File: src/rtl/fb_arbiter.sv
// rtl/fb_arbiter.sv - fixed-priority display/writer arbiter for a single-port frame buffer RAM
module fb_arbiter #(
  parameter int ADDR_W     = 17,
  parameter int DATA_W     = 12,
  parameter int WBUF_DEPTH = 4,
  parameter int STARVE_LIM = 16
) (
  input  logic                          clk,
  input  logic                          rst,
  input  logic                          disp_req,
  input  logic [ADDR_W-1:0]             disp_addr,
  output logic [DATA_W-1:0]             disp_rdata,
  output logic                          disp_rvalid,
  input  logic                          wr_valid,
  input  logic [ADDR_W-1:0]             wr_addr,
  input  logic [DATA_W-1:0]             wr_data,
  output logic                          wr_ready,
  output logic                          mem_en,
  output logic                          mem_we,
  output logic [ADDR_W-1:0]             mem_addr,
  output logic [DATA_W-1:0]             mem_wdata,
  input  logic [DATA_W-1:0]             mem_rdata,
  output logic [$clog2(WBUF_DEPTH):0]   wbuf_level,
  output logic                          wr_starve
);

  localparam int PW = (WBUF_DEPTH > 1) ? $clog2(WBUF_DEPTH) : 1;
  localparam int LW = $clog2(WBUF_DEPTH) + 1;
  localparam int CW = $clog2(STARVE_LIM + 1);

  typedef enum logic [1:0] {IDLE, RD, WR} state_t;

  state_t            state;
  logic [ADDR_W-1:0] buf_addr [WBUF_DEPTH];
  logic [DATA_W-1:0] buf_data [WBUF_DEPTH];
  logic [PW-1:0]     rd_ptr;
  logic [PW-1:0]     wr_ptr;
  logic [LW-1:0]     level;
  logic [CW-1:0]     starve_cnt;
  logic              full;
  logic              push;
  logic              pop;
  logic              starving;

  // wr_ready looks only at the registered level, so a same-cycle pop never opens a full buffer
  assign full       = (level == LW'(WBUF_DEPTH));
  assign wr_ready   = !full;
  assign push       = wr_valid && wr_ready;
  assign pop        = !disp_req && (level != '0);
  assign starving   = full && disp_req;
  assign wbuf_level = level;
  assign disp_rdata = mem_rdata;

  always_ff @(posedge clk) begin
    if (push) begin
      buf_addr[wr_ptr] <= wr_addr;
      buf_data[wr_ptr] <= wr_data;
    end
  end

  always_ff @(posedge clk or posedge rst) begin
    if (rst) begin
      state       <= IDLE;
      rd_ptr      <= '0;
      wr_ptr      <= '0;
      level       <= '0;
      mem_en      <= 1'b0;
      mem_we      <= 1'b0;
      mem_addr    <= '0;
      mem_wdata   <= '0;
      disp_rvalid <= 1'b0;
      starve_cnt  <= '0;
      wr_starve   <= 1'b0;
    end else begin
      // state holds the op on the RAM this cycle; read data returns one cycle later
      disp_rvalid <= (state == RD);

      if (disp_req) begin
        state    <= RD;
        mem_en   <= 1'b1;
        mem_we   <= 1'b0;
        mem_addr <= disp_addr;
      end else if (level != '0) begin
        state     <= WR;
        mem_en    <= 1'b1;
        mem_we    <= 1'b1;
        mem_addr  <= buf_addr[rd_ptr];
        mem_wdata <= buf_data[rd_ptr];
      end else begin
        state  <= IDLE;
        mem_en <= 1'b0;
        mem_we <= 1'b0;
      end

      if (push) wr_ptr <= wr_ptr + 1'b1;
      if (pop)  rd_ptr <= rd_ptr + 1'b1;
      if (push && !pop)      level <= level + 1'b1;
      else if (pop && !push) level <= level - 1'b1;

      if (starving) begin
        if (starve_cnt != CW'(STARVE_LIM)) starve_cnt <= starve_cnt + 1'b1;
        if (starve_cnt >= CW'(STARVE_LIM - 1)) wr_starve <= 1'b1;
      end else begin
        starve_cnt <= '0;
      end
    end
  end

endmodule

File: config.mk
export PLATFORM = sky130hd
export DESIGN_NAME = fb_arbiter
export DESIGN_NICKNAME = d
export VERILOG_FILES = /design/src/rtl/fb_arbiter.sv
export SDC_FILE = /design/constraint.sdc
export NUM_CORES = 1
export LEC_CHECK = 0
export CAP_MARGIN = 25
export CORE_UTILIZATION = 33
export CTS_BUF_LIST = sky130_fd_sc_hd__clkbuf_8
export CTS_CLUSTER_SIZE = 40
export DETAILED_ROUTE_END_ITERATION = 10
export GPL_TIMING_DRIVEN = 0
export PLACE_DENSITY_LB_ADDON = 0.15
export SLEW_MARGIN = 5
export SYNTH_ARGS = -nofsm -noshare
export SYNTH_HDL_FRONTEND = slang
export SYNTH_SLANG_ARGS = --single-unit
export TNS_END_PERCENT = 5
File: constraint.sdc
create_clock -name clk -period 4.6 [get_ports clk]
set_input_delay 0.46 -clock clk [delete_from_list [all_inputs] [get_ports clk]]
set_output_delay 0.46 -clock clk [all_outputs]
set_load 0.005 [all_outputs]
==> flow_summary_export.csv <==
group,metric,value,unit
final_layout,n_antenna_cell,0,
synth,synthArstFlopShare,28.40,%
power,power_per_cell_area,553.4,mW/mm²
placed_design,gp_routability_congestion,0.6825,
final_layout,fin_nets,552,
worst_setup_path,worst_setup_sp_type,"register",
global_route,grt_usage,13.67,%
cts,number_of_setup_buffers_added_after_cts,0,
final_layout,fill_cells,1698,
routing,wl_per_cell,16.66,µm
synth,ys.flop_type,"edfxtp_1",
worst_setup_path,worst_setup_ep_type,"register",
global_route,gr-total-overflow,0,
cts,clk_root_buffer_cell,"clkbuf_8",
cts,cts.hold.buffers_added,0,
placed_design,placed_cells_incl_taps,722,
placed_design,hpwl,8425,µm
cts,number_of_gates_given_a_new_drive_strength_after_cts,0,
routing,drt_pre_antenna_iters,4,
synth,post_synth_inst_count,360,
routing,detailedRoute.firstIterationViolations,212,
global_route,antenna_violations_before_repair,1,
floorplan,placementRows,50,
sta,fin_crit,2.576,ns
synth,synth_warnings,0,
global_route,grt_pass1_vias,3459,
floorplan,core-area,0.01883,mm²
cts,cts.sinks,162,
job,drv.max_cap_violation_count,0,
sta,max_slew_margin,40.73,%
floorplan,initial_standard_cell_utilization_of_the_core,33.98,%
sta,worstMarginPinSlew,0.8891,ns
min_path,hold_path_class,"in2async",
final_layout,postLayoutCellArea,0.008170,mm²
sta,endpoints_failing_setup,0,
final_layout,layout-drive-gt1-share,21.26,%
floorplan,die-area,0.01995,mm²
sta,finalClockSkew,0.01195,ns
final_layout,seqCellArea,0.004634,mm²
sta,hold_violations,0,
worst_setup_path,timing_worst_setup_path_type,"reg2reg",
synth,synth.net_count,431,
worst_setup_path,critPathArrivalTime,2.95,ns
final_layout,multiInputGateArea,0.001546,mm²
final_layout,syn_to_final_growth,27.69,%
global_route,grt_start_max_net_pins,31,
placed_design,port_buffers,98,
run_status,outcome,"finished, final reports clean",
power,static-leakage-power,2.903,nW
synth,synth-edff-count,116,
power,worst_ir_drop_vdd,0.2049,mV
sta,period_share,56.00,%
final_layout,post_route_insts_no_fill,754,
worst_setup_path,worst-path-max-fanout,10,
routing,drt.antenna.violating_nets,0,
floorplan,io-pin-count,111,
cts,h_tree_levels,4,
cts,clock_transition_at_path_regs,0.09,ns
synth,synth-seq-area-share,72.43,%
synth,synth_area_per_cell,17.77,µm²
routing,avgViaCountPerCell,4.454,
routing,drt-total-wl,12560,µm
floorplan,die_height,141.2,µm
cts,cts-root-to-sink-buffers,2,
cts,numCtsBuffers,17,
placed_design,postPlaceCellArea,0.007790,mm²
floorplan,die_x,141.2,µm
sta,drv_slew,0,
sta,postLayoutSetupSlackWorst,2.024,ns
synth,share_of_the_synthesized_area_in_the_top_cell_type,54.44,%
placed_design,preCtsSetupSlack,1.736,ns
sta,timing.fmax,388.2,MHz
synth,yosys_register_bits,162,
synth,main_area_contributors_after_synthesis,"edfxtp_1, dfrtp_1, mux4_2",
routing,routed-via-count,3358,
routing,drc_errors,0,
sta,fin_tns_setup,0,ns
cts,worstSkewPairLatency,0.45,ns
synth,syn-cell-area,0.006399,mm²
synth,synth.distinct_cells,33,
global_route,grt_pass1_wl,19420,µm
worst_setup_path,critical_path_required,4.97,ns
synth,yosysTopAreaCell,"edfxtp_1",
cts,tritoncts,"yes",
sta,rsz_0062_raised_after_global_routing,"no",
sta,worst_slack_on_hold_paths,0.3177,ns
## logic make-up (layout without fill, tap and decap cells)
group / after synthesis / after routing / share of synthesized area [%]
DFF: 162 / 162 / 72.43
and+or+nand+nor: 57 / 57 / 5.006
muxes: 46 / 46 / 12.81
buffers and inverters: 39 / 173 / 3.481
AOI/OAI and AO/OA: 38 / 38 / 3.168
adders and majority gates: 9 / 9 / 1.877
xor gates and xnor gates: 9 / 9 / 1.232
## routing by layer
layer,track usage [%],wire [µm]
met5,0,11
met4,4.805,189
met3,4.688,700
met2,23.22,6238
met1,16.10,5422
## flip-flops by register name, summed over array words and instances (netlist names)
register / count
buf_addr: 68
buf_data: 48
disp_rvalid: 1
mem_addr: 17
mem_en: 1
mem_wdata: 12
mem_we: 1
rd_ptr: 2
starve_cnt: 5
state: 1
wbuf_level: 3
wr_ptr: 2
wr_starve: 1
## power breakdown
group	total [mW]	internal, mW	switching (mW)
clock	0.982	0.448	0.534
combinational	1.44	0.799	0.645
sequential	2.10	1.95	0.149
## Yosys cell counts, types with 2 or more instances
cell type,number
edfxtp_1,116
dfrtp_1,46
a21oi_1,35
mux4_2,26
nor2b_1,20
nand2_1,16
buf_4,15
mux2_2,14
inv_1,10
clkbuf_1,8
ha_1,8
mux2i_1,5
nor2_1,5
xor2_1,5
and2_1,4
buf_2,4
xnor2_1,4
a221o_1,2
buf_6,2
nor3_1,2
## final timing paths
| kind | startpoint | depth (start not counted) | slack [ns] | end |
|---|---|---|---|---|
| max in group asynchronous | rst | 3 | 3.75 | mem_wdata[11]$_DFFE_PP0P_ |
| worst max-delay path | wbuf_level[1]$_DFFE_PP0P_ | 10 | 2.02 | wbuf_level[2]$_DFFE_PP0P_ |
| worst min-delay path | rst | 2 | 0.32 | mem_addr[5]$_DFFE_PP0P_ |
| worst min register to register | mem_we$_DFF_PP0_ | 1 | 0.46 | disp_rvalid$_DFF_PP0_ |
| worst max register to register | wbuf_level[1]$_DFFE_PP0P_ | 10 | 2.02 | wbuf_level[2]$_DFFE_PP0P_ |
| min in group clk | mem_we$_DFF_PP0_ | 1 | 0.46 | disp_rvalid$_DFF_PP0_ |
## cells in the final DEF, fill, tap and decap left out, drive strengths merged, types with 4 or more instances in the layout
cell type,synthesis,final
xnor2,4,4
clkbuf,8,26
nand2,16,16
nor2,6,6
a21oi,35,35
ha,8,8
buf,21,25
mux2i,5,5
clkinvlp,0,4
edfxtp,116,116
clkdlybuf4s50,0,98
clkinv,0,6
and2,4,4
mux2,14,14
mux4,27,27
xor2,5,5
dfrtp,46,46
nor2b,20,20
inv,10,13
## layout make-up
| cell class | instances | share of cell area (%) |
|---|---|---|
| Sequential cell | 162 | 56.72 |
| Multi-Input combinational cell | 159 | 18.93 |
| Timing Repair Buffer | 102 | 12.99 |
| Tap cell | 260 | 3.982 |
| Clock buffer | 18 | 3.032 |
| Buffer | 29 | 2.266 |
| Clock inverter | 14 | 1.623 |
| Inverter | 10 | 0.4594 |
## critical path: stages (launching register included)
cell	delay (ns)
dfrtp_1	0.47
nor3_2	0.49
nor2_2	0.19
buf_4	0.24
inv_1	0.07
ha_1	0.17
inv_1	0.06
fa_1	0.37
xor2_1	0.17
nor2_1	0.12
xor2_1	0.16
## per-stage QoR
step | power (mW) | util, %
floorplan | 2.955 | -
global placement | 3.551 | 40.92
detailed placement | 3.624 | 41.37
CTS | 4.619 | 43.39
global route | 4.799 | 43.39
finish | 4.522 | 43.39
Power figures use the tool's default switching activity.
